--- src/rtl/pc_fetch_stage_if.sv ---
// Fetch-stage bus: redirect/stall controls and instruction-memory data in,
// program counter and IF/ID pipeline register out.
interface pc_fetch_stage_if;
    logic        Stall;
    logic        BranchTaken;
    logic [31:0] BranchTarget;
    logic        Jump;
    logic [31:0] JumpTarget;
    logic [31:0] Instruction;
    logic [31:0] PC;
    logic [31:0] IFID_Instruction;
    logic [31:0] IFID_PCAddResult;
    logic        IFID_Valid;
    logic        AlignErr;
    logic [31:0] FetchCount;

    // master: pipeline control and instruction memory; slave: the fetch stage
    modport master (
        output Stall, BranchTaken, BranchTarget, Jump, JumpTarget, Instruction,
        input  PC, IFID_Instruction, IFID_PCAddResult, IFID_Valid, AlignErr, FetchCount
    );

    modport slave (
        input  Stall, BranchTaken, BranchTarget, Jump, JumpTarget, Instruction,
        output PC, IFID_Instruction, IFID_PCAddResult, IFID_Valid, AlignErr, FetchCount
    );
endinterface

--- src/rtl/pc_fetch_stage.sv ---
// Instruction-fetch stage: program counter with branch/jump redirect and stall,
// IF/ID pipeline register, misaligned-target flag and valid-fetch counter.
module pc_fetch_stage #(
    parameter logic [31:0] RESET_PC = 32'h0000_0000
) (
    input logic             Clk,
    input logic             Rst_n,
    pc_fetch_stage_if.slave bus
);

    logic [31:0] pcQ, pcD;
    logic [31:0] ifidInstrQ, ifidInstrD;
    logic [31:0] ifidPc4Q, ifidPc4D;
    logic        ifidValidQ, ifidValidD;
    logic        alignErrQ, alignErrD;
    logic [31:0] fetchCountQ, fetchCountD;

    logic [31:0] pcPlus4;
    logic        redirect;
    logic [31:0] rawTarget;
    logic        loadValid;

    always_comb begin
        pcPlus4   = pcQ + 32'd4;
        redirect  = bus.BranchTaken | bus.Jump;
        // An older branch outranks a jump still sitting on its wrong path.
        rawTarget = bus.BranchTaken ? bus.BranchTarget : bus.JumpTarget;
        loadValid = !redirect && !bus.Stall;
    end

    always_comb begin
        pcD         = pcQ;
        ifidInstrD  = ifidInstrQ;
        ifidPc4D    = ifidPc4Q;
        ifidValidD  = ifidValidQ;
        fetchCountD = fetchCountQ;
        alignErrD   = redirect && (rawTarget[1:0] != 2'b00);
        if (redirect) begin
            pcD        = {rawTarget[31:2], 2'b00};
            ifidInstrD = 32'h0000_0000;
            ifidPc4D   = 32'h0000_0000;
            ifidValidD = 1'b0;
        end else if (!bus.Stall) begin
            pcD         = pcPlus4;
            ifidInstrD  = bus.Instruction;
            ifidPc4D    = pcPlus4;
            ifidValidD  = 1'b1;
        end
        if (loadValid) begin
            fetchCountD = fetchCountQ + 32'd1;
        end
    end

    always_ff @(posedge Clk or negedge Rst_n) begin
        if (!Rst_n) begin
            pcQ         <= RESET_PC;
            ifidInstrQ  <= 32'h0000_0000;
            ifidPc4Q    <= 32'h0000_0000;
            ifidValidQ  <= 1'b0;
            alignErrQ   <= 1'b0;
            fetchCountQ <= 32'h0000_0000;
        end else begin
            pcQ         <= pcD;
            ifidInstrQ  <= ifidInstrD;
            ifidPc4Q    <= ifidPc4D;
            ifidValidQ  <= ifidValidD;
            alignErrQ   <= alignErrD;
            fetchCountQ <= fetchCountD;
        end
    end

    assign bus.PC               = pcQ;
    assign bus.IFID_Instruction = ifidInstrQ;
    assign bus.IFID_PCAddResult = ifidPc4Q;
    assign bus.IFID_Valid       = ifidValidQ;
    assign bus.AlignErr         = alignErrQ;
    assign bus.FetchCount       = fetchCountQ;

endmodule

--- src/flat_wrapper.sv ---
// flat-port wrapper written by rule: the top's interface ports become plain ports
module pc_fetch_stage_flat 
#(
    parameter logic [31:0] RESET_PC = 32'h0000_0000
)
  (Clk, Rst_n, bus_Stall, bus_BranchTaken, bus_BranchTarget, bus_Jump, bus_JumpTarget, bus_Instruction, bus_PC, bus_IFID_Instruction, bus_IFID_PCAddResult, bus_IFID_Valid, bus_AlignErr, bus_FetchCount);
  pc_fetch_stage_if bus_i ();
  input logic Clk;
  input logic Rst_n;
  input wire logic [$bits(bus_i.Stall)-1:0] bus_Stall;
  input wire logic [$bits(bus_i.BranchTaken)-1:0] bus_BranchTaken;
  input wire logic [$bits(bus_i.BranchTarget)-1:0] bus_BranchTarget;
  input wire logic [$bits(bus_i.Jump)-1:0] bus_Jump;
  input wire logic [$bits(bus_i.JumpTarget)-1:0] bus_JumpTarget;
  input wire logic [$bits(bus_i.Instruction)-1:0] bus_Instruction;
  output wire logic [$bits(bus_i.PC)-1:0] bus_PC;
  output wire logic [$bits(bus_i.IFID_Instruction)-1:0] bus_IFID_Instruction;
  output wire logic [$bits(bus_i.IFID_PCAddResult)-1:0] bus_IFID_PCAddResult;
  output wire logic [$bits(bus_i.IFID_Valid)-1:0] bus_IFID_Valid;
  output wire logic [$bits(bus_i.AlignErr)-1:0] bus_AlignErr;
  output wire logic [$bits(bus_i.FetchCount)-1:0] bus_FetchCount;
  assign bus_i.Stall = bus_Stall;
  assign bus_i.BranchTaken = bus_BranchTaken;
  assign bus_i.BranchTarget = bus_BranchTarget;
  assign bus_i.Jump = bus_Jump;
  assign bus_i.JumpTarget = bus_JumpTarget;
  assign bus_i.Instruction = bus_Instruction;
  assign bus_PC = bus_i.PC;
  assign bus_IFID_Instruction = bus_i.IFID_Instruction;
  assign bus_IFID_PCAddResult = bus_i.IFID_PCAddResult;
  assign bus_IFID_Valid = bus_i.IFID_Valid;
  assign bus_AlignErr = bus_i.AlignErr;
  assign bus_FetchCount = bus_i.FetchCount;
  pc_fetch_stage #(.RESET_PC(RESET_PC)) u_core (.Clk(Clk), .Rst_n(Rst_n), .bus(bus_i));
endmodule
--- config.mk ---
export PLATFORM = sky130hd
export DESIGN_NAME = pc_fetch_stage_flat
export DESIGN_NICKNAME = d
export VERILOG_FILES = /design/src/rtl/pc_fetch_stage_if.sv /design/src/rtl/pc_fetch_stage.sv /design/src/flat_wrapper.sv
export SDC_FILE = /design/constraint.sdc
export NUM_CORES = 1
export LEC_CHECK = 0
export CORE_MARGIN = 2
export CORE_UTILIZATION = 45
export CTS_CLUSTER_SIZE = 30
export DETAILED_ROUTE_END_ITERATION = 16
export HOLD_SLACK_MARGIN = 0.05
export PLACE_DENSITY = 0.83
export SLEW_MARGIN = 20
export SYNTH_ARGS = -nofsm -noshare
export SYNTH_HDL_FRONTEND = slang
export SYNTH_SLANG_ARGS = --single-unit
--- constraint.sdc ---
create_clock -name Clk -period 2.3 [get_ports Clk]
set_input_delay 0.46 -clock Clk [delete_from_list [all_inputs] [get_ports Clk]]
set_output_delay 0.46 -clock Clk [all_outputs]
set_load 0.1 [all_outputs]
* Yosys cells after proc, flatten, opt, wreduce, memory -nomap -nowiden *
Cells that the tools add are included.
Widths: inputs -> output; s select.

operators by class
  $add $sub $neg = 2
  eq/ne operators = 1
  muxes and demuxes = 8
  bitwise gates (word level) = 1
  reduce and logical (&&, ||, !) cells = 5

operator list
  kind                   count
  $mux 32                6
  $add 32x1->32 const B  1
  $add 32x3->32 const B  1
  $logic_and 1x1->1      2
  $logic_not 1->1        2
  $mux 1                 2
  $ne 2x1->1 const B     1
  $reduce_bool 2->1      1
  $or 1x1->1             1

word-level totals
  bits in registers = 130
  output and inout bits = 130

* Logic depth before layout (Yosys ltp) *
Gate-level depths: netlist of the first run.

  depth in word-level cells = 3
  gate-level depth with buffers = 7

* Least setup slack after synthesis of the first run *
No wires, ideal clock.

  kind = register -> register
  start point = register u_core.fetchCountQ[2] (netlist: u_core.bus.FetchCount[2])
  end point = register u_core.fetchCountQ[31] (netlist: u_core.bus.FetchCount[31])
  setup time = 158 ps
  data arrival time = 2,638 ps
  data required time = 2,142 ps
  slack = -496 ps
  cell stages (with the launch flop) = 6
  buffers on the path = 1
  period minus slack after synthesis = 2,796 ps
  cells stage by stage = dfrtp_1 or4b_4 or4_1 buf_2 or3_1 xnor2_1

between the ends
  cells in the longest elaborated chain, start to end = 1

ends and longest elaborated chain
  what                    RTL line              text
  start, declared         pc_fetch_stage.sv:16  logic [31:0] fetchCountQ, fetchCountD;
  start signal, assigned  pc_fetch_stage.sv:68  fetchCountQ <= fetchCountD;
  $add 32x1->32           pc_fetch_stage.sv:50  fetchCountD = fetchCountQ + 32'd1;

Every way passes these cells.
A chain may end at the register's enable or synchronous reset.

* Final worst setup path of the first run *
  start point = input port bus_Jump
  end point = register u_core.fetchCountQ[29] (netlist: u_core.bus.FetchCount[29])

between the ends
  cells in the longest elaborated chain, start to end = 3

ends and longest elaborated chain
  what               RTL line              text
  start, declared    flat_wrapper.sv:13    input wire logic [$bits(bus_i.Jump)-1:0] bus_Jump;
  $or 1x1->1         pc_fetch_stage.sv:25  redirect = bus.BranchTaken | bus.Jump;
  $logic_not 1->1    pc_fetch_stage.sv:28  loadValid = !redirect && !bus.Stall;
  $logic_and 1x1->1  pc_fetch_stage.sv:28

Every way passes these cells.

==> qor.txt, run 1 <==
OUTCOME
--------------------------------------------------------------------------------------
Run status                                                                complete, no violations

TIMING
--------------------------------------------------------------------------------------
Number of endpoints with negative hold slack in the final report                     0
Final setup violating endpoints                                                      0
Worst Tran Pin Value                                                          0.741 ns
Pins over their slew limit                                                           0
Setup_tns                                                                         0 ns
Max-Slew Margin vs Limit                                                         50.2%
Period utilization                                                               93.0%
Min setup slack post-route                                                    0.160 ns
RSZ-0062 raised after global routing                                             false
Setup skew after layout                                                      0.0113 ns
Max Fclk                                                                       467 MHz
Final Hold Slack                                                              0.487 ns
Crit path time final                                                           2.14 ns

CRITICAL PATH
--------------------------------------------------------------------------------------
WS Path Type                                                              input port to flip-flop
Kind of end point of the critical path                                       flip-flop
Data required time at the worst endpoint                                       2.61 ns
Max Fanout on Critical Path                                                          6
Worst Path Arrival                                                             2.45 ns
Startpoint type of the worst setup path                                     input port

GLOBAL ROUTING
--------------------------------------------------------------------------------------
Gr usage total                                                                   25.8%
Via count of the first global-routing pass                                        5625
Wire length of the first global-routing pass                                  29700 µm
Overflow left after global routing                                                   0
Number of antenna violations at the first check in global routing                    1
Largest net degree at the start of global routing                                   72

CLOCK TREE
--------------------------------------------------------------------------------------
Maximum number of buffers from clock root to sink                                    2
Post-CTS sizing                                                                      0
Clock slew at the register clock pins of the worst setup and hold paths        0.05 ns
Inserted Clock Buffers                                                              17
Insertion delay of the later-clocked pin in the worst-skew pair                0.42 ns
Number of sinks handled by clock tree synthesis                                    127
TritonCTS clock tree                                                              done
Number of setup buffers added after CTS                                              0
H-tree levels                                                                        4
Master cell of the clock root buffer                                         clkbuf_16

SYNTH
--------------------------------------------------------------------------------------
Ranking of synthesized cells by instance count                            dfrtp_1, nor2_1, nand2_1
YS warnings                                                                          0
Library cell occupying the most area in the post-synthesis netlist             dfrtp_1
Number of synthesized register bits                                                127
Post-synth EDFFs                                                                     0
Top-area cell type share of the netlist area                                     50.4%
Sequential cell area fraction in the yosys report                                50.4%
Number of instances in the synthesized netlist                                     649
Avg Cell Area, Syn                                                            9.72 µm²
Synth top area cells                                                      dfrtp_1, mux2i_1, xnor2_1
Most common flop cell mapped by yosys                                          dfrtp_1
Library cells used by synthesis                                                     45
Summed instance area of the synthesized netlist                               6310 µm²
Async set or reset register ratio after synthesis                                 100%
Most common cell in the synthesized netlist                                    dfrtp_1

PLACED DESIGN
--------------------------------------------------------------------------------------
Detailed placer's ending HPWL                                                 13500 µm
Cell count after placement                                                        1045
Worst slack at placement                                                     -0.256 ns
GPL Wtd Cong                                                                     0.827
Port Buf Inserts                                                                   228

DIE
--------------------------------------------------------------------------------------
Top-Level Pins                                                                     231
Standard-cell row count                                                             43
Core region area                                                             13800 µm²
Initial Utilization                                                              45.8%
Die Outline Area                                                             15000 µm²
Die Y-Extent                                                                    122 µm
Horizontal extent of the die                                                    122 µm

DETAILED ROUTING
--------------------------------------------------------------------------------------
Remaining design rule violation count                                                0
Wire length after detailed routing                                            18700 µm
Initial DRT Pass Iterations                                                          5
Per-cell routed wire length                                                    17.3 µm
Number of vias in the routed layout                                               5831
Number of routed nets with antenna violations                                        0
Via density per instance                                                          5.41
DRC violation total after the first TritonRoute iteration                          437

POWER
--------------------------------------------------------------------------------------
Internal portion of total power                                                4.91 mW
Clock network fraction of total power                                            39.2%
Total power per unit cell area                                              811 nW/µm²
Part of the total power dissipated in sequential elements                        34.3%
Leakage power figure                                                           4.27 nW
IR drop worst, VDD                                                              486 µV
Gate power share                                                                 26.5%
Total net switching power                                                      2.62 mW
Switching portion of total power                                                 34.8%

FINAL LAYOUT
--------------------------------------------------------------------------------------
Fin nets                                                                           988
Number of antenna diodes                                                             0
Layout cell share with drive strength beyond 1                                   25.6%
Area added between synthesis and finish                                          47.2%
Share of the core filled with cells                                              67.4%
Non-filler instance count after layout                                            1077

RUN
--------------------------------------------------------------------------------------
Maximum capacitance violations                                                       0

MIN PATH
--------------------------------------------------------------------------------------
Min-delay worst type                                                      flip-flop to flip-flop

cell type report:
| cell class | count | area, µm² |
|---|---|---|
| inverter | 10 | 37.5 |
| tap | 180 | 225 |
| clock buffer | 19 | 453 |
| multi-input combinational | 471 | 2930 |
| timing repair buffer | 258 | 2220 |
| fill | 1108 | 4490 |
| sequential | 127 | 3220 |
| clock inverter | 12 | 190 |
final timing paths:
path / from / endpoint / slack [ns] / cells after the start
min in group asynchronous: Rst_n / u_core.bus.IFID_PCAddResult[17] / 0.56 / 2
setup reg to reg: u_core.bus.PC[2] / u_core.bus.IFID_PCAddResult[22] / 0.23 / 6
max in group asynchronous: Rst_n / u_core.bus.IFID_Instruction[8] / 1.01 / 3
hold / removal: u_core.bus.FetchCount[10] / u_core.bus.FetchCount[10] / 0.49 / 1
setup / recovery: bus_Jump / u_core.bus.FetchCount[29] / 0.16 / 6
hold reg to reg: u_core.bus.FetchCount[10] / u_core.bus.FetchCount[10] / 0.49 / 1
worst max-delay path, cell delays in order:
cell	delay, ns
clkdlybuf4s50_1	0.45
or4b_4	0.57
or4_4	0.46
nor2_2	0.23
nand4_1	0.15
xnor2_1	0.14
placed cells by master, fill, tap and decap left out, drive strengths merged, types with 3 or more instances in the layout:
master,Yosys,layout
buf,13,160
dfrtp,127,127
clkdlybuf4s50,0,97
nor2,83,83
nand2,51,51
o21ai,48,48
xnor2,43,43
a21oi,42,42
mux2i,42,42
xor2,24,24
nand3,23,23
nand4,20,20
clkbuf,29,19
inv,10,10
nor3,10,10
a22oi,10,10
and3,8,8
and4,7,7
a2bb2oi,5,5
bufinv,0,5
clkinv,0,5
and2,4,4
or3,4,4
nor4,4,4
a211oi,3,3
nor2b,3,3
o221ai,3,3
a22o,3,3
a221o,3,3
o21a,3,3
o22a,3,3
or4,3,3
timing repair:
action	CTS	global route
endpoints found under the setup margin	0	0
hold buffers	1	0
endpoints found under the hold margin	49	0
kinds of logic (layout without fill, tap and decap cells):
group | Yosys count | count (layout) | synth area share, %
other | 1 | 2 | 0.0595
AND/OR/NAND/NOR | 227 | 227 | 17.2
AO/OA/AOI/OAI | 130 | 130 | 12.3
XOR/XNOR | 67 | 67 | 9.31
flip-flops | 127 | 127 | 50.4
buffers and inverters | 52 | 299 | 3.47
multiplexers | 43 | 43 | 6.85
adder cells (fa/ha/maj) | 2 | 2 | 0.397
through the flow:
step                power, mW  instance area [µm²]
global route             7.79                 9280
CTS                      7.57                 9280
finish                   7.53                 9280
detailed placement       4.61                 8630
global placement         4.59                 8630
floorplan                3.99                 6380
per-layer routing:
layer | up-vias | GRT usage [%] | part of all wire, %
met5 | - | 0 | 0
met4 | 0 | 8.55 | 1.5
met3 | 24 | 8.46 | 8.5
met2 | 224 | 40.3 | 47
met1 | 2837 | 33.9 | 43
li1 | 2746 | - | -
flip-flops by register name, indices dropped and copies added (netlist names):
name and count:
u_core.bus.PC 30, u_core.bus.IFID_Instruction 32, u_core.bus.AlignErr 1, u_core.bus.FetchCount 32
u_core.bus.IFID_Valid 1, u_core.bus.IFID_PCAddResult 31
power groups by stage:
| stage | clock network, mW | logic (mW) | registers [mW] |
|---|---|---|---|
| floorplan | 0 | 0.428 | 3.56 |
| global placement | 0 | 1.98 | 2.61 |
| detailed placement | 0 | 2.00 | 2.61 |
| CTS | 2.99 | 2.01 | 2.58 |
| global route | 3.09 | 2.09 | 2.60 |
| finish | 2.95 | 2.00 | 2.58 |
(Power assumes the default switching activity.)
==> inputs of run 2 (changes only) <==
- GPL_TIMING_DRIVEN: unset -> 0
==> qor.txt, run 2 (synthesis results as in run 1) <==
OUTCOME
--------------------------------------------------------------------------------------
Run status                                                                complete, no violations   unchanged

FINAL LAYOUT
--------------------------------------------------------------------------------------
Most frequent cells in the layout                                         dlygate4sd2_1, dfrtp_1, clkdlybuf4s50_1   was buf_4, dfrtp_1, clkdlybuf4s50_1
Layout cell share with drive strength beyond 1                                   9.76%   was 25.6%
Layout fillers                                                                    1172   was 1108
Area added between synthesis and finish                                          49.0%   was 47.2%
Most common cell after layout, fill and taps aside                        dlygate4sd2_1   was buf_4
Fin nets                                                                          1002   was 988
Number of antenna diodes                                                             0   unchanged

CRITICAL PATH
--------------------------------------------------------------------------------------
Max Fanout on Critical Path                                                          7   was 6
CP Cell Sequence                                                          dlygate4sd2_1   was clkdlybuf4s50_1, or4b_4, or4_4, nor2_2, nand4_1, xnor2_1
Kind of end point of the critical path                                     output port   was flip-flop
Cell class contributing the biggest share of worst-path delay             buffers and inverters   was simple AND/OR/NAND/NOR gates
Worst Path Arrival                                                             1.81 ns   was 2.45 ns
Data required time at the worst endpoint                                       1.84 ns   was 2.61 ns
Crit Reg-Reg Endpoint                                                     u_core.bus.IFID_PCAddResult[22]   unchanged
WS Path Type                                                              flip-flop to output port   was input port to flip-flop
Buffers plus inverters on the worst setup path                                       1   unchanged
Cell at the slowest stage of the critical path                            dlygate4sd2_1   was or4b_4
Register-to-register path setup slack                                          0.13 ns   was 0.23 ns
Worst r2r src                                                             u_core.bus.PC[5]   was u_core.bus.PC[2]
Startpoint type of the worst setup path                                      flip-flop   was input port
Critical Path Max Stage Delay                                                  0.92 ns   was 0.57 ns
Count of cells along the worst register-to-register path                             7   was 6

TIMING
--------------------------------------------------------------------------------------
Max Fclk                                                                       441 MHz   was 467 MHz
Number of endpoints with negative hold slack in the final report                     0   unchanged
Worst Tran Pin Value                                                           1.03 ns   was 0.741 ns
RSZ-0062 raised after global routing                                             false   unchanged
Setup_tns                                                                         0 ns   unchanged
Setup skew after layout                                                     0.00868 ns   was 0.0113 ns
Min setup slack post-route                                                   0.0337 ns   was 0.160 ns
Max-Slew Margin vs Limit                                                         31.9%   was 50.2%
Pins over their slew limit                                                           0   unchanged
Final setup violating endpoints                                                      0   unchanged
Period utilization                                                               98.5%   was 93.0%
Crit path time final                                                           2.27 ns   was 2.14 ns

DETAILED ROUTING
--------------------------------------------------------------------------------------
Remaining design rule violation count                                                0   unchanged
Number of vias in the routed layout                                               5931   was 5831
DRC violation total after the first TritonRoute iteration                          499   was 437
Via density per instance                                                          5.43   was 5.41
Per-cell routed wire length                                                    18.1 µm   was 17.3 µm
Number of routed nets with antenna violations                                        0   unchanged
Wire length after detailed routing                                            19700 µm   was 18700 µm
Initial DRT Pass Iterations                                                          5   unchanged

PLACED DESIGN
--------------------------------------------------------------------------------------
Port Buf Inserts                                                                   227   was 228
Worst slack at placement                                                      -1.12 ns   was -0.256 ns
Detailed placer's ending HPWL                                                 14400 µm   was 13500 µm
GPL Wtd Cong                                                                     0.856   was 0.827

CLOCK TREE
--------------------------------------------------------------------------------------
Master cell of the clock root buffer                                         clkbuf_16   unchanged
Clock slew at the register clock pins of the worst setup and hold paths        0.06 ns   was 0.05 ns
Insertion delay of the later-clocked pin in the worst-skew pair                0.42 ns   about the same
H-tree levels                                                                        4   unchanged
TritonCTS clock tree                                                              done   unchanged
Inserted Clock Buffers                                                              17   unchanged
Maximum number of buffers from clock root to sink                                    2   unchanged
Number of sinks handled by clock tree synthesis                                    127   unchanged

MIN PATH
--------------------------------------------------------------------------------------
Start point of the worst min-delay path                                   u_core.bus.FetchCount[31]   was u_core.bus.FetchCount[10]
Worst hold path cell count                                                           1   unchanged
Min-delay worst type                                                      flip-flop to flip-flop   unchanged
Worst hold path endpoint                                                  u_core.bus.FetchCount[31]   was u_core.bus.FetchCount[10]

DIE
--------------------------------------------------------------------------------------
Initial Utilization                                                              45.8%   unchanged
Die Y-Extent                                                                    122 µm   unchanged
Top-Level Pins                                                                     231   unchanged
Horizontal extent of the die                                                    122 µm   unchanged
Standard-cell row count                                                             43   unchanged
Core region area                                                             13800 µm²   unchanged
Die Outline Area                                                             15000 µm²   unchanged

GLOBAL ROUTING
--------------------------------------------------------------------------------------
Number of antenna violations at the first check in global routing                    0   was 1
Via count of the first global-routing pass                                        5638   was 5625
Overflow left after global routing                                                   0   unchanged
Wire length of the first global-routing pass                                  30300 µm   was 29700 µm
Gr usage total                                                                   26.5%   was 25.8%
Largest net degree at the start of global routing                                   95   was 72

POWER
--------------------------------------------------------------------------------------
Total power per unit cell area                                              755 nW/µm²   was 811 nW/µm²
Tot Pwr                                                                        7.09 mW   was 7.53 mW
IR drop worst, VDD                                                              446 µV   was 486 µV
Leakage power figure                                                           4.51 nW   was 4.27 nW

RUN
--------------------------------------------------------------------------------------
Maximum capacitance violations                                                       0   unchanged

run 2: repair_timing:
item	CTS	global route
setup buffers	0	1
hold buffers	1	0
endpoints found under the hold margin	33	0
pin swaps	0	4
resized for setup	135	9
endpoints found under the setup margin	170	20
run 2: how the worst max path moves through the flow:
stage,from,endpoint,cells after the start
3_5_place_dp,bus_Jump,u_core.bus.PC[31],7
3_3_place_gp,Rst_n,u_core.bus.PC[2],1
4_1_cts,bus_Jump,u_core.bus.FetchCount[31],6
6_report,u_core.bus.PC[22],bus_PC[22],1
5_1_grt,u_core.bus.PC[22],bus_PC[22],1
2_1_floorplan,u_core.bus.PC[5],u_core.bus.IFID_PCAddResult[22],7
run 2: worst register-to-register path: stages, from the launching register on:
cell      delay (ns)
dfrtp_4         0.40
clkbuf_4        0.18
nand4_1         0.18
or4_1           0.54
clkbuf_1        0.19
nor3_2          0.30
nor3_1          0.09
nor3_1          0.21
run 2: where the power goes:
part / leakage, nW / internal (mW) / switching (mW)
clock: 0.289 / 1.60 / 0.945
combinational: 2.56 / 0.506 / 1.49
sequential: 1.66 / 2.39 / 0.168
run 2: per-layer routing:
| metal | GRT usage (%) | vias to the layer above | share of wire (%) |
|---|---|---|---|
| met5 | 0 | - | 0 |
| met4 | 8.76 | 0 | 1.6 |
| met3 | 8.64 | 35 | 9.9 |
| met2 | 42.7 | 270 | 48 |
| met1 | 33.9 | 2850 | 41 |
| li1 | - | 2776 | - |
run 2: metrics by stage:
stage	instances	hold slack (ns)	util [%]	area, µm²
final	1092	0.466	68.2	9400
after detailed placement	1058	0.341	64.7	8910
after global routing	1092	0.494	68.2	9400
after global placement	1057	0.462	64.4	8880
after CTS	1091	0.473	67.9	9350
after floorplan	650	0.164	-	6380
run 2: cell type report:
class,instances,area [µm²],area share [%]
plain buffers,42,194,2.06
clock buffers,27,543,5.78
inverters,10,37.5,0.400
flip-flops and latches,127,3220,34.3
well taps,180,225,2.40
clock inverters,5,25.0,0.266
repair buffers,230,2160,23.0
multi-input cells,471,2990,31.8
